[src/rtl/riscv_dm_sri_arbiter_pkg.sv]
// Shared types and constants for the Debug Module SRI arbiter.
package riscv_dm_sri_arbiter_pkg;

  localparam int unsigned SRI_ARB_MAX_REQ = 16;
  localparam int unsigned SRI_ADDR_WIDTH  = 6;
  localparam int unsigned SRI_DATA_WIDTH  = 64;
  localparam int unsigned SRI_BE_WIDTH    = SRI_DATA_WIDTH / 8;

  // One SRI access as presented to the DM slave port.
  typedef struct packed {
    logic                      en;
    logic                      we;
    logic [SRI_ADDR_WIDTH-1:0] addr;
    logic [SRI_DATA_WIDTH-1:0] wdata;
    logic [SRI_BE_WIDTH-1:0]   be;
  } sri_req_t;

  // One SRI response broadcast back to the masters.
  typedef struct packed {
    logic                      valid;
    logic [SRI_DATA_WIDTH-1:0] rdata;
    logic                      error;
  } sri_rsp_t;

endpackage

[src/rtl/rr_arbiter_ptr.sv]
// Rotating-priority picker: first set request at or after ptr_i, wrapping.
// Purely combinational; returns one-hot grant and the winner index.
module rr_arbiter_ptr #(
  parameter int unsigned NUM_REQ = 2
) (
  input  logic [NUM_REQ-1:0]         req_i,
  input  logic [$clog2(NUM_REQ)-1:0] ptr_i,
  output logic [NUM_REQ-1:0]         gnt_o,
  output logic [$clog2(NUM_REQ)-1:0] idx_o,
  output logic                       valid_o
);

  localparam int unsigned REQ_BITS = $clog2(NUM_REQ);

  // Scan from the pointer and take the first requester.
  always_comb begin
    logic [REQ_BITS-1:0] k;
    k       = '0;
    gnt_o   = '0;
    idx_o   = '0;
    valid_o = 1'b0;
    for (int unsigned i = 0; i < NUM_REQ; i++) begin
      k = REQ_BITS'((32'(ptr_i) + i) % NUM_REQ);
      if (!valid_o && req_i[k]) begin
        valid_o = 1'b1;
        idx_o   = k;
        gnt_o   = NUM_REQ'(1) << k;
      end
    end
  end

endmodule

[src/rtl/riscv_dm_sri_arbiter.sv]
// Round-robin arbiter sharing the DM SRI slave port between NUM_REQ masters.
// Optional macro RISCV_DM_SRI_ARB_PIPE_EN registers the granted request
// before the SRI port (sri_en_o one cycle after gnt_o).
module riscv_dm_sri_arbiter
  import riscv_dm_sri_arbiter_pkg::*;
#(
  parameter int unsigned NUM_REQ    = 2,
  parameter int unsigned ADDR_WIDTH = SRI_ADDR_WIDTH,
  parameter int unsigned DATA_WIDTH = SRI_DATA_WIDTH
) (
  input  logic                              clk_i,
  input  logic                              rst_i,
  input  logic [NUM_REQ-1:0]                req_en_i,
  input  logic [NUM_REQ-1:0]                req_we_i,
  input  logic [NUM_REQ*ADDR_WIDTH-1:0]     req_addr_i,
  input  logic [NUM_REQ*DATA_WIDTH-1:0]     req_wdata_i,
  input  logic [NUM_REQ*DATA_WIDTH/8-1:0]   req_be_i,
  input  logic [NUM_REQ-1:0]                req_lock_i,
  output logic [NUM_REQ-1:0]                gnt_o,
  output logic [NUM_REQ-1:0]                rsp_valid_o,
  output logic [DATA_WIDTH-1:0]             rsp_rdata_o,
  output logic                              rsp_error_o,
  output logic                              sri_en_o,
  output logic                              sri_we_o,
  output logic [ADDR_WIDTH-1:0]             sri_addr_o,
  output logic [DATA_WIDTH-1:0]             sri_wdata_o,
  output logic [DATA_WIDTH/8-1:0]           sri_be_o,
  input  logic [DATA_WIDTH-1:0]             sri_rdata_i,
  input  logic                              sri_error_i
);

  localparam int unsigned REQ_BITS = $clog2(NUM_REQ);
  localparam int unsigned BE_WIDTH = DATA_WIDTH / 8;

  logic [REQ_BITS-1:0] rr_ptr_q, rr_ptr_d;
  logic [REQ_BITS-1:0] lock_owner_q, lock_owner_d;
  logic                lock_valid_q, lock_valid_d;
  logic [REQ_BITS-1:0] owner_q, owner_d;
  logic                rsp_pending_q, rsp_pending_d;

  logic [NUM_REQ-1:0]  rr_gnt;
  logic [REQ_BITS-1:0] rr_idx;
  logic                rr_valid;
  logic                lock_hit;
  logic                grant;
  logic [REQ_BITS-1:0] winner;
  sri_req_t            sel_req;
  sri_req_t            sri_req;
  sri_rsp_t            rsp;

  rr_arbiter_ptr #(.NUM_REQ(NUM_REQ)) u_rr (
    .req_i   (req_en_i),
    .ptr_i   (rr_ptr_q),
    .gnt_o   (rr_gnt),
    .idx_o   (rr_idx),
    .valid_o (rr_valid)
  );

  // Winner selection: a still-requesting lock owner overrides round-robin.
  always_comb begin
    lock_hit = lock_valid_q && req_en_i[lock_owner_q];
    grant    = !rst_i && (lock_hit || rr_valid);
    winner   = lock_hit ? lock_owner_q : rr_idx;
    gnt_o    = '0;
    if (grant) begin
      gnt_o = lock_hit ? (NUM_REQ'(1) << lock_owner_q) : rr_gnt;
    end
  end

  // Mux the winner's request slice; all-zero when nothing is granted.
  always_comb begin
    sel_req = '0;
    for (int unsigned k = 0; k < NUM_REQ; k++) begin
      if (grant && (winner == REQ_BITS'(k))) begin
        sel_req.en    = 1'b1;
        sel_req.we    = req_we_i[REQ_BITS'(k)];
        sel_req.addr  = SRI_ADDR_WIDTH'(ADDR_WIDTH'(req_addr_i >> (k * ADDR_WIDTH)));
        sel_req.wdata = SRI_DATA_WIDTH'(DATA_WIDTH'(req_wdata_i >> (k * DATA_WIDTH)));
        sel_req.be    = SRI_BE_WIDTH'(BE_WIDTH'(req_be_i >> (k * BE_WIDTH)));
      end
    end
  end

  // Pointer and lock bookkeeping; lock drops whenever the owner is not granted.
  always_comb begin
    rr_ptr_d     = rr_ptr_q;
    lock_owner_d = lock_owner_q;
    lock_valid_d = 1'b0;
    if (grant) begin
      rr_ptr_d     = (winner == REQ_BITS'(NUM_REQ - 1)) ? '0 : winner + 1'b1;
      lock_owner_d = winner;
      lock_valid_d = req_lock_i[winner];
    end
  end

`ifdef RISCV_DM_SRI_ARB_PIPE_EN
  sri_req_t            pipe_q;
  logic [REQ_BITS-1:0] pipe_owner_q;

  // Pipeline stage between the arbiter and the SRI port.
  always_ff @(posedge clk_i) begin
    if (rst_i) begin
      pipe_q       <= '0;
      pipe_owner_q <= '0;
    end else begin
      pipe_q       <= sel_req;
      pipe_owner_q <= winner;
    end
  end

  assign sri_req = rst_i ? '0 : pipe_q;
  assign owner_d = pipe_owner_q;
`else
  assign sri_req = sel_req;
  assign owner_d = winner;
`endif

  assign rsp_pending_d = sri_req.en;

  // Arbitration state and response owner tracking.
  always_ff @(posedge clk_i) begin
    if (rst_i) begin
      rr_ptr_q      <= '0;
      lock_owner_q  <= '0;
      lock_valid_q  <= 1'b0;
      owner_q       <= '0;
      rsp_pending_q <= 1'b0;
    end else begin
      rr_ptr_q      <= rr_ptr_d;
      lock_owner_q  <= lock_owner_d;
      lock_valid_q  <= lock_valid_d;
      owner_q       <= owner_d;
      rsp_pending_q <= rsp_pending_d;
    end
  end

  // Response routing: DM data is valid the cycle after sri_en_o.
  always_comb begin
    rsp = '0;
    if (rsp_pending_q && !rst_i) begin
      rsp.valid = 1'b1;
      rsp.rdata = SRI_DATA_WIDTH'(sri_rdata_i);
      rsp.error = sri_error_i;
    end
  end

  assign sri_en_o    = sri_req.en;
  assign sri_we_o    = sri_req.we;
  assign sri_addr_o  = ADDR_WIDTH'(sri_req.addr);
  assign sri_wdata_o = DATA_WIDTH'(sri_req.wdata);
  assign sri_be_o    = BE_WIDTH'(sri_req.be);

  assign rsp_valid_o = rsp.valid ? (NUM_REQ'(1) << owner_q) : '0;
  assign rsp_rdata_o = DATA_WIDTH'(rsp.rdata);
  assign rsp_error_o = rsp.error;

endmodule

[config.mk]
export PLATFORM = sky130hd
export DESIGN_NAME = riscv_dm_sri_arbiter
export DESIGN_NICKNAME = d
export VERILOG_FILES = /design/src/rtl/riscv_dm_sri_arbiter_pkg.sv /design/src/rtl/rr_arbiter_ptr.sv /design/src/rtl/riscv_dm_sri_arbiter.sv
export SDC_FILE = /design/constraint.sdc
export NUM_CORES = 1
export LEC_CHECK = 0
export ABC_CLOCK_PERIOD_IN_PS = 3700
export CORE_AREA = 2 2 146 148
export CTS_BUF_LIST = sky130_fd_sc_hd__clkbuf_16
export DETAILED_ROUTE_END_ITERATION = 8
export DIE_AREA = 0 0 148 150
export SLEW_MARGIN = 40
export SYNTH_ARGS = -nofsm -noshare
export SYNTH_HDL_FRONTEND = slang
export SYNTH_SLANG_ARGS = --single-unit
export TNS_END_PERCENT = 10
[constraint.sdc]
create_clock -name clk_i -period 3.7 [get_ports clk_i]
set_input_delay 0.925 -clock clk_i [delete_from_list [all_inputs] [get_ports clk_i]]
set_output_delay 0.925 -clock clk_i [all_outputs]
set_load 0.02 [all_outputs]
==> impl_metrics.tcl, run 1 <==
set metrics [dict create \
    outcome "complete, no violations" \
    syn_to_final_growth_pct 286 \
    synth_area_leaders "a22o_1 (44%), and2_1 (28%), dfxtp_1 (6.7%)" \
    grt_pass1_vias 3027 \
    startpoint "req_en_i[1]" \
    final_common_cell "clkdlybuf4s50_1" \
    cts_hold_buf 0 \
    pin_count 378 \
    ys_types 16 \
    rows 53 \
    cpPeakStageDelay_ns 0.48 \
    drcViolationCount 0 \
    routedWlPerCell_um 14.0 \
    gp_congestion 0.726 \
    regToRegStartpoint "lock_valid_q" \
    crit_top_cell "buf_12" \
    startpoint_type "input pin" \
    rsz0062_at_grt "no" \
    fmax_ghz 0.278 \
    drv_slew 0 \
    rrSetupSlack_ns 2.19 \
    syn_area_mm2 0.00150 \
    clkSinkCount 5 \
    fin_setup_tns_ns 0 \
    hpwl_mm 10.4 \
    cts-root-buf "clkbuf_16" \
    worstMarginPinSlew_ns 0.360 \
    ir_worst_vdd_mv 0.165 \
    cts_buffers 3 \
    insertion_delay_ns 0.22 \
    die_h_um 150 \
    critPathKind "in -> out" \
    min_to "lock_owner_q" \
    diodes 0 \
    grt_pass1_wl_mm 16.6 \
    fin_nets 802 \
    die_area_mm2 0.0222 \
    worstPathRequired_ns 2.77 \
    viasPerCell 3.59 \
    worstPathCellList "clkdlybuf4s50_1, inv_1, a211oi_4, buf_12, buf_12, a22o_1, dlygate4sd2_1" \
    cp.depth 7 \
    post_cts_buffers 0 \
    min_period_ns 3.60 \
    cp_slowest_cell "clkdlybuf4s50_1" \
    reg2reg_depth 5 \
    report.power.total_mw 0.895 \
    post-route-period-util_pct 97.3 \
    io_buffers 377 \
    yosys_warnings 0 \
    cp-end-kind "output pin" \
    path_delay_family "buffers and inverters" \
    dr_total_vias 3038 \
    initial_core_util_pct 7.24 \
    drv_cap 0 \
    holdCritStartpoint "lock_owner_q" \
    min_path_cells 2 \
    relSlewSlack_pct 75.6 \
    path_max_fanout 22 \
    hp-class "reg -> reg" \
    power_leakage_nw 3.33 \
    die_w_um 148 \
    antenna_left 0 \
    drt-initial-drc-count 39 \
    fillCellCount 2238 \
    synth_nets 421 \
    gr-total-overflow 0 \
    core_area_mm2 0.0207 \
    final_cell_mix "clkdlybuf4s50_1 (231), dlygate4sd2_1 (95), a22o_1 (76)" \
    ys_seq_area_share_pct 6.68 \
    wirelength_mm 11.9 \
    cts.clk_slew.worst_paths_ns 0.03 \
    arrival_ns 2.68 \
    setup_viol 0 \
    path_buf_inv 5 \
    htree_levels 1 \
    synth_top_area_share_pct 44.4 \
    synth_seq_cells 5 \
    reg2reg_to "lock_valid_q" \
    clock_path_buffers 2 \
    drive_gt1_share_pct 6.82 \
    finClkSkew_ns 0.00198 \
    yosysTopAreaCell "a22o_1" \
    dr.pass1.iters 4 \
    grtUsageTotal_pct 9.41 \
    antenna_found_initial 0 \
    finalHoldViolCount 0 \
    syn_avg_cell_area_um2 7.80 \
    grt_max_degree 67 \
    p_per_area_mw_per_mm2 155 \
    synthCells 192 \
    cts_tree "done" \
    worst_hold_slack_ns 0.466 \
]
synth_stat cells:
cell type,n
a211oi_4,1
dfxtp_1,5
buf_4,1
inv_1,3
a22o_2,4
o211a_1,1
a2bb2oi_1,1
buf_2,9
and2_1,66
clkbuf_1,7
nor2b_1,2
mux2i_2,1
a211oi_1,2
a22o_1,76
buf_6,8
nor2_1,5
worst register-to-register path: cells and delay by family, from the launching register on:
kind,cells,cell delay (ns)
AO/OA/AOI/OAI,2,0.39
buffers and inverters,2,0.31
flip-flops,1,0.32
multiplexers,1,0.37
per-stage QoR:
| stage | utilization, % | cell area [µm²] | std cells | setup slack (ns) |
|---|---|---|---|---|
| floorplan | - | 1500 | 192 | 0.818 |
| global placement | 27.6 | 5710 | 843 | -0.206 |
| detailed placement | 27.6 | 5710 | 843 | -0.174 |
| CTS | 27.4 | 5670 | 847 | 0.000726 |
| global route | 27.9 | 5780 | 847 | 0.00406 |
| finish | 27.9 | 5780 | 847 | 0.0997 |
power breakdown:
| group | leakage [nW] | total, mW | internal, mW | switching [mW] |
|---|---|---|---|---|
| Combinational | 3.25 | 0.662 | 0.395 | 0.267 |
| Sequential | 0.0417 | 0.0607 | 0.0584 | 0.00232 |
| Clock | 0.0423 | 0.172 | 0.140 | 0.0328 |
cell families (layout without fill, tap and decap cells):
group	Yosys count	in the layout	synth area share [%]
AO/OA/AOI/OAI	85	85	50.7
AND/OR/NAND/NOR	73	73	29.7
buffers and inverters	28	408	12.0
flip-flops	5	5	6.68
multiplexers	1	1	0.919
sequential cells by signal (all words and copies together), names as in the netlist:
register and flops:
lock_owner_q 1, lock_valid_q 1, owner_q 1, rsp_pending_q 1, rr_ptr_q 1
area by class of cell:
cell class	count	area, µm²	share of cell area, %
Clock inverter	1	3.75	0.0649
Inverter	3	11.3	0.195
Tap cell	275	344	5.95
Timing Repair Buffer	401	4020	69.4
Multi-Input combinational cell	159	1230	21.3
Sequential cell	5	100	1.73
Clock buffer	3	75.1	1.30
per-layer routing:
layer,vias to the layer above,part of all wire (%),track usage [%],routed length [µm]
met1,1331,36,10.5,4290
met5,-,0,0,0
met3,2,11,2.68,1320
li1,1480,-,-,-
met4,0,0.27,0.714,32
met2,225,52,18.4,6210
repair_timing:
item,CTS,global route
pin swaps,1,0
resized for setup,96,47
setup endpoints to repair,96,47
worst max-delay path by stage:
stage                       to  slack (ns)
2_1_floorplan    sri_addr_o[0]        0.82
3_3_place_gp   sri_wdata_o[41]       -0.21
3_5_place_dp   sri_wdata_o[41]       -0.17
4_1_cts        rsp_rdata_o[58]      0.0007
5_1_grt        sri_wdata_o[60]       0.004
6_report       sri_wdata_o[59]         0.1
Power figures use the tool's default switching activity.
==> run 2: changes to the inputs <==
Settings changed: PLACE_DENSITY_LB_ADDON set to 0.12.
==> run 2 against run 1 <==
Effect of this change: combinational power shrank 1%; via count rose by 1.5%; final area down 2.1%; count of clock-buffer cells in the layout unchanged; highest routed layer unchanged; worst hold slack improved by 0.0011 ns; global-route usage increased by 0.56 points; non-clock buffer count is 2 lower; critical path depth unchanged; cell count shrank 0.12%.
==> impl_metrics.tcl, run 2 (same netlist as run 1, synthesis figures left out) <==
set metrics [dict create \
    outcome "complete, no violations" \
    pwr-share-clk_pct 19.9 \
    setup_viol 0 \
    htree_levels 1 \
    drive_gt1_share_pct 5.96 \
    p_per_area_mw_per_mm2 157 \
    io_buffers 377 \
    ir_worst_vdd_mv 0.121 \
    die_area_mm2 0.0222 \
    initial_core_util_pct 7.24 \
    power_leakage_nw 2.91 \
    pin_count 378 \
    cts_buffers 3 \
    grt_max_degree 48 \
    drt-initial-drc-count 54 \
    dr_total_vias 3083 \
    worstMarginPinSlew_ns 0.417 \
    die_w_um 148 \
    rows 53 \
    grtUsageTotal_pct 9.97 \
    cp-end-kind "output pin" \
    final_common_cell "clkdlybuf4s50_1" \
    gp_congestion 0.808 \
    path_max_fanout 40 \
    placed_area_mm2 0.00570 \
    drcViolationCount 0 \
    fin_ws_ns 0.0860 \
    p_comb_share_pct 73.3 \
    insertion_delay_ns 0.23 \
    post-route-period-util_pct 97.7 \
    switching_power_mw 0.305 \
    finalHoldViolCount 0 \
    dp_slack_ns -0.211 \
    relSlewSlack_pct 71.6 \
    final_cell_mix "clkdlybuf4s50_1 (233), dlygate4sd2_1 (128), a22o_1 (76)" \
    syn_to_final_growth_pct 278 \
    min_path_cells 2 \
    arrival_ns 2.69 \
    cts_hold_buf 0 \
    critPathKind "in -> out" \
    cts.clk_slew.worst_paths_ns 0.03 \
    gr-total-overflow 0 \
    fin_setup_tns_ns 0 \
    reg2reg_to "lock_valid_q" \
    clock_path_buffers 2 \
    worstPathRequired_ns 2.77 \
    routedWlPerCell_um 14.8 \
    holdCritStartpoint "lock_owner_q" \
    wirelength_mm 12.5 \
    antenna_found_initial 1 \
    antenna_left 0 \
    internal-power_mw 0.585 \
    fin_nets 800 \
    reg2reg_depth 5 \
    startpoint_type "input pin" \
    min_period_ns 3.61 \
    fmax_ghz 0.277 \
    clkSinkCount 5 \
    dr.pass1.iters 4 \
    rsz0062_at_grt "no" \
    rrSetupSlack_ns 2.12 \
    grt_pass1_vias 3165 \
    design_area_mm2 0.00566 \
    fillCellCount 2258 \
    worst_hold_slack_ns 0.467 \
    switching_share_pct 34.3 \
    core_area_mm2 0.0207 \
    min_to "lock_owner_q" \
    hp-class "reg -> reg" \
    finClkSkew_ns 0.000104 \
    seq_power_share_pct 6.8 \
    cts-root-buf "clkbuf_16" \
    drv_slew 0 \
    viasPerCell 3.64 \
    regToRegStartpoint "lock_valid_q" \
    hpwl_mm 11.0 \
    cts_tree "done" \
    drv_cap 0 \
    die_h_um 150 \
    grt_pass1_wl_mm 17.4 \
]
-- run 2: stage by stage --
stage | std cells | power (mW) | util [%]
CTS | 845 | 0.909 | 27.2
global route | 846 | 0.943 | 27.3
finish | 846 | 0.891 | 27.3
floorplan | 192 | 0.316 | -
global placement | 841 | 0.785 | 27.5
detailed placement | 841 | 0.786 | 27.5
-- run 2: final cells by class --
class / count / area [µm²] / area share, %
repair buffers: 399 / 3890 / 68.7
clock inverters: 1 / 3.75 / 0.0663
flip-flops and latches: 5 / 100 / 1.77
well taps: 275 / 344 / 6.08
diodes: 1 / 2.50 / 0.0442
clock buffers: 3 / 75.1 / 1.33
multi-input cells: 159 / 1230 / 21.8
inverters: 3 / 11.3 / 0.199
-- run 2: layer usage --
layer / up-vias / track usage [%] / wire [µm]
met5: - / 0 / 0
met4: 0 / 2.00 / 181
met3: 10 / 3.29 / 1380
met2: 232 / 20.6 / 6880
met1: 1366 / 9.43 / 4090
li1: 1475 / - / -
-- run 2: repair_timing --
item,4_1_cts,5_1_grt
setup endpoints to repair,128,18
resized for setup,128,15
setup buffers,0,0
gates cloned,0,0
-- run 2: worst max path at each step --
stage,slack (ns),to,from
after detailed placement,-0.21,sri_wdata_o[4],req_en_i[1]
after global placement,-0.17,sri_wdata_o[4],req_en_i[1]
final,0.09,sri_wdata_o[4],req_en_i[1]
after global routing,0.02,gnt_o[0],req_en_i[1]
after CTS,0.0005,rsp_rdata_o[12],rst_i
after floorplan,0.82,sri_addr_o[0],rst_i
-- run 2: power groups by stage --
| stage | clock network [mW] | registers, mW | logic [mW] |
|---|---|---|---|
| 6_report | 0.177 | 0.0607 | 0.653 |
| 5_1_grt | 0.187 | 0.0614 | 0.695 |
| 4_1_cts | 0.182 | 0.0608 | 0.665 |
| 3_5_place_dp | 0 | 0.0617 | 0.724 |
| 3_3_place_gp | 0 | 0.0614 | 0.724 |
| 2_1_floorplan | 0 | 0.0607 | 0.256 |
-- run 2: worst max-delay path: stages --
cell and delay (ns):
clkdlybuf4s50_1 0.51, inv_1 0.09, buf_4 0.15, o211a_4 0.27
buf_12 0.17, a22o_1 0.21, dlygate4sd2_1 0.33
==> run 3: changes to the inputs <==
Settings changed: ABC_CLOCK_PERIOD_IN_PS 3700 to 3400.
Clock period 3.7 ns to 3.4 ns, I/O delays scaled along.
==> run 3 against run 2 <==
Effect of this change: combinational power grew 13%; count of clock-buffer cells in the layout is the same; highest routed layer unchanged; setup slack lost 0.013 ns; via count shrank 0.88%; register-to-register slack lost 0.29 ns; sequential share of layout area is essentially flat; clock power grew 8%; critical path type unchanged.
==> impl_metrics.tcl, run 3 (same netlist as run 1, synthesis figures left out) <==
set metrics [dict create \
    outcome "complete, no violations" \
    wirelength_mm 12.9 \
    ir_worst_vdd_mv 0.140 \
    dp_slack_ns -0.358 \
    post-route-period-util_pct 97.9 \
    drv_slew 0 \
    clock_path_buffers 2 \
    drv_cap 0 \
    grt_pass1_vias 3123 \
    drcViolationCount 0 \
    switching_power_mw 0.337 \
    grt_pass1_wl_mm 17.7 \
    gr-total-overflow 0 \
    fin_ws_ns 0.0725 \
    gp_congestion 0.809 \
    finClkSkew_ns 0.0000553 \
    die_w_um 148 \
    htree_levels 1 \
    critPathKind "in -> out" \
    finalHoldViolCount 0 \
    rows 53 \
    path_delay_family "buffers and inverters" \
    viasPerCell 3.61 \
    syn_to_final_growth_pct 279 \
    die_area_mm2 0.0222 \
    seq_power_share_pct 6.6 \
    insertion_delay_ns 0.23 \
    post_cts_buffers 0 \
    path_max_fanout 21 \
    worstMarginPinSlew_ns 0.411 \
    p_comb_share_pct 74.1 \
    power_leakage_nw 2.44 \
    drt-initial-drc-count 39 \
    antenna_left 0 \
    antenna_found_initial 1 \
    startpoint_type "input pin" \
    cts_tree "done" \
    dr.pass1.iters 4 \
    path_buf_inv 4 \
    fin_util_pct 27.5 \
    hp-class "reg -> reg" \
    rsz0062_at_grt "yes" \
    setup_viol 0 \
    pwr-share-clk_pct 19.2 \
    internal-power_mw 0.657 \
    report.power.total_mw 0.994 \
    pin_count 378 \
    die_h_um 150 \
    relSlewSlack_pct 72.1 \
    final_common_cell "clkdlybuf4s50_1" \
    worstPathRequired_ns 2.55 \
    drive_gt1_share_pct 9.63 \
    io_buffers 377 \
    cp_slowest_cell "clkdlybuf4s50_1" \
    cts_buffers 3 \
    p_per_area_mw_per_mm2 175 \
    cts_hold_buf 0 \
    crit_top_cell "buf_12" \
    final_cell_mix "clkdlybuf4s50_1 (288), a22o_1 (76), and2_1 (66)" \
    routedWlPerCell_um 15.2 \
    switching_share_pct 33.9 \
    cpPeakStageDelay_ns 0.50 \
    arrival_ns 2.48 \
    worstPathCellList "clkdlybuf4s50_1, a211oi_4, buf_12, buf_12, a22o_1, dlygate4sd2_1" \
    grtUsageTotal_pct 10.2 \
    initial_core_util_pct 7.24 \
    fmax_ghz 0.301 \
    cts.clk_slew.worst_paths_ns 0.03 \
    cp-end-kind "output pin" \
    dr_total_vias 3056 \
    core_area_mm2 0.0207 \
    cts-root-buf "clkbuf_16" \
    fin_nets 801 \
    grt_max_degree 48 \
    min_period_ns 3.33 \
    hpwl_mm 11.1 \
    clkSinkCount 5 \
]
[run 3: metal layers]
layer  share of wire (%)  global-route usage [%]
met5                   0                       0
met4                 1.4                    1.76
met3                  11                    3.57
met2                  54                    20.9
met1                  34                    9.86
[run 3: layout make-up]
cell class                      count  area (µm²)
Fill cell                        2249       15000
Timing Repair Buffer              400        3910
Multi-Input combinational cell    159        1230
Tap cell                          275         344
Sequential cell                     5         100
Clock buffer                        3        75.1
Inverter                            3        11.3
Clock inverter                      1        3.75
Antenna cell                        1        2.50
[run 3: stage by stage]
stage	cells	hold WS (ns)	cell area [µm²]	setup TNS, ns
2_1_floorplan	192	0.441	1500	0
3_3_place_gp	841	0.451	5700	-31.40
3_5_place_dp	841	0.462	5700	-33.30
4_1_cts	846	0.470	5700	0
5_1_grt	847	0.491	5680	-0.0367
6_report	847	0.470	5680	0
[run 3: worst paths after layout]
path         depth (start not counted)           end    startpoint  slack, ns
max reg2reg                          5  lock_valid_q  lock_valid_q       1.83
min reg2reg                          2  lock_owner_q  lock_owner_q       0.47
max                                  6   sri_be_o[1]   req_en_i[0]       0.07
min                                  2  lock_owner_q  lock_owner_q       0.47
[run 3: power by group through the flow]
stage / combinational (mW) / sequential (mW) / clock, mW
after floorplan: 0.278 / 0.0661 / 0
after global placement: 0.788 / 0.0668 / 0
after detailed placement: 0.789 / 0.0671 / 0
after CTS: 0.747 / 0.0662 / 0.194
after global routing: 0.780 / 0.0666 / 0.198
final: 0.737 / 0.0661 / 0.191
[run 3: worst reg2reg max path, stage by stage, from the launching register on]
cell and delay [ns]:
dfxtp_1 0.32, mux2i_2 0.41, a211oi_4 0.13, buf_12 0.17, buf_4 0.15, a22o_2 0.27
[run 3: timing repair]
action | in CTS | in global routing
cloned | 1 | 0
resized for setup | 90 | 69
endpoints found under the setup margin | 147 | 54
